<file path="config.mk">
export PLATFORM = sky130hd
export DESIGN_NAME = instr_fifo
export DESIGN_NICKNAME = d
export VERILOG_FILES = /design/src/rtl/instr_fifo.sv
export SDC_FILE = /design/constraint.sdc
export NUM_CORES = 1
export LEC_CHECK = 0
export CAP_MARGIN = 20
export CORE_MARGIN = 5
export CORE_UTILIZATION = 52
export CTS_CLUSTER_DIAMETER = 200
export DETAILED_ROUTE_END_ITERATION = 12
export PLACE_DENSITY = 0.76
export SETUP_SLACK_MARGIN = 0.1
export SLEW_MARGIN = 5
export SYNTH_ARGS = -nofsm -noshare
export SYNTH_HDL_FRONTEND = slang
export SYNTH_SLANG_ARGS = --single-unit
</file>
<file path="constraint.sdc">
create_clock -name clk -period 4.59 [get_ports clk]
set_clock_uncertainty 0.15 [all_clocks]
set_input_delay 1.1475 -clock clk [delete_from_list [all_inputs] [get_ports clk]]
set_output_delay 1.1475 -clock clk [all_outputs]
set_load 0.01 [all_outputs]
</file>
<file path="src/rtl/instr_fifo.sv">
// instr_fifo: in-order instruction queue between the dual-issue arbiter and one
// execution lane. Registered read port, occupancy flags decoded from the
// registered count, sticky overflow flag and a copy of the last accepted word.
module instr_fifo #(
  parameter int DATA_W   = 32,
  parameter int DEPTH    = 8,
  parameter int AF_LEVEL = DEPTH - 2
) (
  input  logic                       clk,
  input  logic                       resetn,
  input  logic                       wr_en,
  input  logic [DATA_W-1:0]          din,
  input  logic                       rd_en,
  output logic [DATA_W-1:0]          dout,
  output logic                       dout_valid,
  output logic                       full,
  output logic                       empty,
  output logic                       almost_full,
  output logic [$clog2(DEPTH):0]     count,
  output logic [DATA_W-1:0]          last_instr,
  output logic                       overflow,
  input  logic                       ovf_clr
);

  localparam int AW = $clog2(DEPTH);
  localparam int CW = AW + 1;

  logic [DATA_W-1:0] mem [DEPTH];
  logic [AW-1:0]     wp;
  logic [AW-1:0]     rp;
  logic              wa;
  logic              ra;
  logic              drop;

  // A full queue still takes a write when the same cycle pops a word, so the
  // new word lands in the slot being freed. An empty queue never falls through.
  assign wa   = wr_en && (!full || rd_en);
  assign ra   = rd_en && !empty;
  assign drop = wr_en && !wa;

  assign full        = (count == CW'(DEPTH));
  assign empty       = (count == '0);
  assign almost_full = (count >= CW'(AF_LEVEL));

  // Storage array: written on every accepted write, never reset.
  always_ff @(posedge clk) begin
    if (wa) begin
      mem[wp] <= din;
    end
  end

  // Pointers, occupancy, read port, last-accepted word and sticky overflow.
  always_ff @(posedge clk or negedge resetn) begin
    if (!resetn) begin
      wp         <= '0;
      rp         <= '0;
      count      <= '0;
      dout       <= '0;
      dout_valid <= 1'b0;
      last_instr <= '0;
      overflow   <= 1'b0;
    end else begin
      dout_valid <= ra;
      if (wa) begin
        wp         <= wp + AW'(1);
        last_instr <= din;
      end
      if (ra) begin
        rp   <= rp + AW'(1);
        dout <= mem[rp];
      end
      case ({wa, ra})
        2'b10:   count <= count + CW'(1);
        2'b01:   count <= count - CW'(1);
        default: count <= count;
      endcase
      // A drop in the same cycle as a clear keeps the flag set.
      if (drop) begin
        overflow <= 1'b1;
      end else if (ovf_clr) begin
        overflow <= 1'b0;
      end
    end
  end

endmodule

</file>
Word level (Yosys, flattened, before mapping)
Memory sizes are Yosys's and may differ from the RTL's. A register that Yosys moved wholly into a read port is not among the register bits.
Index checks and enable logic that the tools add are counted.

storage, ports and cells
  memories kept = 1
  memory bits (writable) = 256
  bits in latches = 0
  register bits after elaboration = 44
  memory bits (read-only) = 0
  word-level logic and storage cells = 31
  input port bits = 37
  output and inout port bits = 73

memories
  name  depth  bits a word  read ports  clocked after memory_dff  wr ports  RTL line  source
  mem   8      32           1           1                         1         28        logic [DATA_W-1:0] mem [DEPTH];

operators by class
  bitwise operators = 0
  reductions and logical operators = 11
  add/sub/neg operators = 4
  multipliers = 0
  $lt $le $gt $ge = 1
  div/mod/pow operators = 0
  eq/ne operators = 3
  shift-type cells = 0
  muxes and demuxes = 5

operator list
  operator                                                           number
  case mux 4 bit (2 select lines)                                    1
  adder 3 x 1 -> 3 bit, second input constant                        2
  adder 4 x 1 -> 4 bit, second input constant                        1
  equality test 4 bit, second input constant                         1
  greater-or-equal comparator 4 x 3 -> 1 bit, second input constant  1
  zero test 1 bit                                                    4
  zero test 4 bit                                                    1
  2-to-1 mux 1 bit                                                   4
  nonzero test 2 bit                                                 2
  subtractor 4 x 1 -> 4 bit, second input constant                   1
  logical AND 1 bit                                                  3
  equality test 2 x 1 -> 1 bit, second input constant                1
  equality test 2 bit, second input constant                         1
  logical OR 1 bit                                                   1

Longest topological paths before layout
  depth in word-level cells = 7
  depth in mapped cells = 11
  gate-level depth less buffers = 9

Worst setup path before layout
No wires, ideal clock.

  kind = in2reg
  from = input port rd_en
  to = memory mem[1][0] (enable)
  library setup time = 0.513 ns
  setup slack = -0.977 ns
  buffers on the path = 2
  stages on the path = 5
  required time = 3.927 ns
  data arrival time = 4.904 ns
  path through = o21a_1 -> buf_6 -> inv_2 -> buf_6 -> nor4b_1

on the way
  cells in the longest elaborated chain, start to end = 4

RTL lines
  what                                    RTL line  source
  start, declared                         13        input logic rd_en,
  logical OR 1 bit                        37        assign wa = wr_en && (!full || rd_en);
  logical AND 1 bit                       37
  2-to-1 mux 1 bit                        47        if (wa) begin
  2-to-1 mux 1 bit (implied by the code)  48        mem[wp] <= din;
  end, declared                           28

Every way passes these cells.

Worst setup path in the final report
  from = register count[2]
  to = output port full

on the way
  cells in the longest elaborated chain, start to end = 1

RTL lines
  what                    RTL line  source
  start, declared         19        output logic [$clog2(DEPTH):0] count,
  start signal, assigned  73        2'b10: count <= count + CW'(1);
  start signal, assigned  74        2'b01: count <= count - CW'(1);
  start signal, assigned  75        default: count <= count;
  equality test 4 bit     41        assign full = (count == CW'(DEPTH));
  end, declared           16        output logic full,

Every way passes these cells.

==> results.txt <==
- Outcome: complete, no violations
* Worst r2r path cells: 8
- Ys Warns: 0
* Layout Area Growth over Synthesis: 20.4%
- In this run the biggest area consumer among cell types represents 60.3% of the synthesized area.
* Filler-free cell count of the finished design: 1,261
- STA classifies the critical path endpoint as an output pin.
- Area taken by flip-flops and latches: 9590 µm²
- The most critical setup path has its endpoint at full.
- The cell count after synthesis came out at 792.
- Portion of the post-synthesis area used by sequential elements: 75.2%
* Pin count of the biggest net entering global routing: 77
* Clock tree from TritonCTS: built
* Internal: 6.60 mW
- Filler Cells Inserted: 1,725
- Reg-to-reg critical path startpoint: count[2]$_DFFE_PN0P_
* Die outline area: 27,700 µm²
- Data on the critical path is required at its endpoint by 3.29 ns.
- Hold Path Depth: 2
* Routed wirelength normalized by instance count: 20.6 µm
* GP Congestion: 0.744
* Clock group share of total power: 27.3%
- Net switching is 30.2% of the power.
- Count of antenna-violating nets left after detailed routing: 0
- 0 antenna diodes ended up in the layout.
- The first global-routing pass estimated 41,500 µm of wire.
* Critical path arrival: 2.16 ns
- Measured against its own limit, the worst slew margin works out to 35.8%.
* #FFs+latches synth: 332
- Vias per cell: 5.58
- Count of input and output buffers: 109
- After synthesis the cells add up to 12,700 µm².
- Counting buffers and inverters, the worst setup path is 3 cells deep.
- Clock-pin slew was measured on the worst setup and hold paths at 0.06 ns.
- Sequential cells account for 44.3% of the total power.
- Reg-to-reg setup timing slack: 1.37 ns
* Number of sinks handled by clock tree synthesis: 332
* Transition time of the tightest slew-check pin: 0.960 ns
- DRT Wirelength: 25,900 µm
- Detailed placement finished with a half-perimeter wire length of 15,300 µm.
* Maximum single-stage delay on the critical path: 0.60 ns
- Initial standard-cell utilization of the core: 52.6%
* Number of buffers created by CTS: 34
- The number of nets handed over by synthesis was 835.
- Combinational cells account for 28.3% of the total power.
* Worst reg2reg endpoint: count[3]$_DFFE_PN0P_
- Worst-case clock buffer depth: 3
- Number of global-route vias before repair: 7,259
- Timing would allow up to 290 MHz.
- Site row count: 57
* Unrepaired setup endpoints after global routing: false
- Cell type with the highest aggregate area in the netlist: sky130_fd_sc_hd__edfxtp_1
- Global routing used 18.8% of the available tracks across all layers.
- Placeable core region: 24,200 µm²
* Count of placed standard cells including taps: 1,198
- Worst setup path startpoint: count[2]$_DFFE_PN0P_
- The number of setup buffers added after CTS is 0.
- The first detailed-routing pass ran for 5 iterations.
- Horiz. Die Dim: 167 µm
- Total buffers and inverters traversed by the critical path: 2
* Final layout net count: 954
* Crit path kind: reg2out
- Before CTS, the worst setup slack after placement is 0.727 ns.
* Cell at the root of the clock tree: sky130_fd_sc_hd__clkbuf_16
- The die is 167 µm tall.
- For this design, the CTS-stage hold fixing added 0 buffers.
- Deepest level of the CTS H-tree: 2
* Cell Chain, Critical Path: or4b_1, inv_1, clkdlybuf4s50_1
- Number of endpoints with negative hold slack in the final report: 0
- Count of unresolved DRC violations after routing: 0
* Class of the tightest hold or removal check: reg2reg
- Total via count in the routed design: 7,035
* Maximum fanout along the worst path: 7
* Final standard cell utilization of the core: 63.3%
* Post-Place Cell Area: 14,300 µm²
- Kind of cell adding the most delay to the critical path: buffers and inverters
- In this run the static leakage power is 5.63 nW.
- Of the cells placed in the final design, the portion with a size suffix greater than 1 is 15.5%.
* Switching power: 2.85 mW
- After synthesis, the mean cell area works out to 16.1 µm².
- Total power of the final layout: 9.46 mW
* Number of enable-type register cells in the synthesized netlist: 256
- Number of max-capacitance violations reported: 0
- Post-CTS repair changed the size of 0 cells.
- Count of boundary I/O pins: 110
- Across the VDD grid, the largest voltage drop is 386 µV.
- The worst path uses 75.3% of the clock period.
* Element type at the critical path start: flop
- Distinct cell type count of the synthesized netlist: 38
- Slowest-stage cell, CP: sky130_fd_sc_hd__or4b_1
- The first routing iteration left 420 violations.
- Top cells by area in the synthesized netlist: sky130_fd_sc_hd__edfxtp_1 (60%), sky130_fd_sc_hd__dfrtp_1 (15%), sky130_fd_sc_hd__mux2_2 (5.7%), sky130_fd_sc_hd__mux2i_1 (5.1%), sky130_fd_sc_hd__nand2_1 (4.2%)
- The most used flip-flop cell after synthesis is sky130_fd_sc_hd__edfxtp_1.
- Sum of negative setup slack: 0 ns
- For the worst-skew pair, the clock arrives at the later sink with an insertion delay of 0.51 ns.
- The multi-input combinational cells in the finished layout cover a total of 2980 µm².
- Final hold analysis gives a worst-case slack of 0.323 ns.
- Power density over cell area: 616 nW/µm²
* Overall overflow remaining after global route: 0
- Setup violations remaining at the end of the flow were counted as 0.
- Across all setup checks in the final design, the least slack found is 1.14 ns.
* Max Transition Viols Final: 0
- Final instance area: 15,300 µm²
- Number of antenna violations at the first check in global routing: 0
- Of all flip-flops after synthesis, the portion carrying an async set or reset was 22.9%.
- Post-route minimum period: 3.45 ns
## kinds of logic after synthesis
kind of cell	Yosys count	synth area share (%)
and+or+nand+nor	160	5.13
adders and majority gates	6	0.648
buffers and inverters	54	2.01
DFF	332	75.2
xor gates and xnor gates	6	0.412
muxes	129	10.8
AOI/OAI and AO/OA	105	5.82
## power groups by stage
stage | combinational (mW) | sequential, mW | clock (mW)
after floorplan | 1.64 | 4.20 | 0
after global placement | 2.66 | 4.23 | 0
after detailed placement | 2.71 | 4.25 | 0
after CTS | 2.72 | 4.19 | 2.63
after global routing | 2.92 | 4.25 | 2.78
final | 2.68 | 4.19 | 2.59
## registers in the layout, summed over array words and instances (netlist names)
| register | cells |
|---|---|
| mem | 256 |
| count | 4 |
| rp | 3 |
| dout | 32 |
| overflow | 1 |
| wp | 3 |
| dout_valid | 1 |
| last_instr | 32 |
## how the worst min path moves through the flow
stage                               start                          to  slack, ns
2_1_floorplan           rp[2]$_DFFE_PN0P_           rp[2]$_DFFE_PN0P_       0.36
3_3_place_gp    last_instr[4]$_DFFE_PN0P_   last_instr[4]$_DFFE_PN0P_       0.31
3_5_place_dp   last_instr[18]$_DFFE_PN0P_  last_instr[18]$_DFFE_PN0P_       0.31
4_1_cts        last_instr[18]$_DFFE_PN0P_  last_instr[18]$_DFFE_PN0P_       0.33
5_1_grt              dout[18]$_DFFE_PN0P_        dout[18]$_DFFE_PN0P_       0.35
6_report             dout[18]$_DFFE_PN0P_        dout[18]$_DFFE_PN0P_       0.32
## cell usage in the layout, fill, tap and decap left out, drive strengths merged, types with 2 or more instances in the layout
cell type	n
edfxtp	256
nand2	141
clkdlybuf4s50	108
dfrtp	76
mux2i	65
mux2	64
clkbuf	51
o21ai	35
a22oi	21
o221ai	21
buf	19
inv	13
o22ai	11
a221o	11
clkinv	6
xnor2	5
ha	5
nor4	3
nor3	3
nor3b	3
nor2	2
nor4b	2
nand2b	2
## per-layer routing
layer,GRT usage [%],share of wire (%),up-vias
li1,-,-,3237
met3,4.01,6.1,39
met2,29.4,47,219
met1,27.4,45,3540
met5,0,0,-
met4,4.52,1.8,0
## synthesized netlist by cell type, types with 2 or more instances
master                     number
sky130_fd_sc_hd__edfxtp_1     256
sky130_fd_sc_hd__nand2_1      141
sky130_fd_sc_hd__dfrtp_1       76
sky130_fd_sc_hd__mux2i_1       65
sky130_fd_sc_hd__mux2_2        64
sky130_fd_sc_hd__o21ai_0       26
sky130_fd_sc_hd__a22oi_1       21
sky130_fd_sc_hd__clkbuf_1      21
sky130_fd_sc_hd__o221ai_1      21
sky130_fd_sc_hd__buf_2         13
sky130_fd_sc_hd__a221o_1       11
sky130_fd_sc_hd__o22ai_1       11
sky130_fd_sc_hd__o21ai_1        9
sky130_fd_sc_hd__inv_1          8
sky130_fd_sc_hd__ha_1           5
sky130_fd_sc_hd__xnor2_1        5
sky130_fd_sc_hd__buf_4          4
sky130_fd_sc_hd__buf_1          3
sky130_fd_sc_hd__buf_6          3
sky130_fd_sc_hd__nor3_1         3
sky130_fd_sc_hd__nor3b_1        3
sky130_fd_sc_hd__nor4_1         3
sky130_fd_sc_hd__inv_2          2
sky130_fd_sc_hd__nand2b_1       2
sky130_fd_sc_hd__nor2_1         2
sky130_fd_sc_hd__nor4b_1        2
## tightest hold or removal path, cell delays in order, from the launching register on
cell	delay, ns
sky130_fd_sc_hd__dfrtp_1	0.34
sky130_fd_sc_hd__nand2_1	0.04
sky130_fd_sc_hd__o21ai_0	0.06
## final cells by class
type	instances	area share (%)
sequential	332	62.5
multi-input combinational	406	19.4
timing repair buffer	127	8.27
clock buffer	51	6.22
tap	324	2.64
clock inverter	11	0.669
inverter	10	0.245
Power figures use the tool's default switching activity.
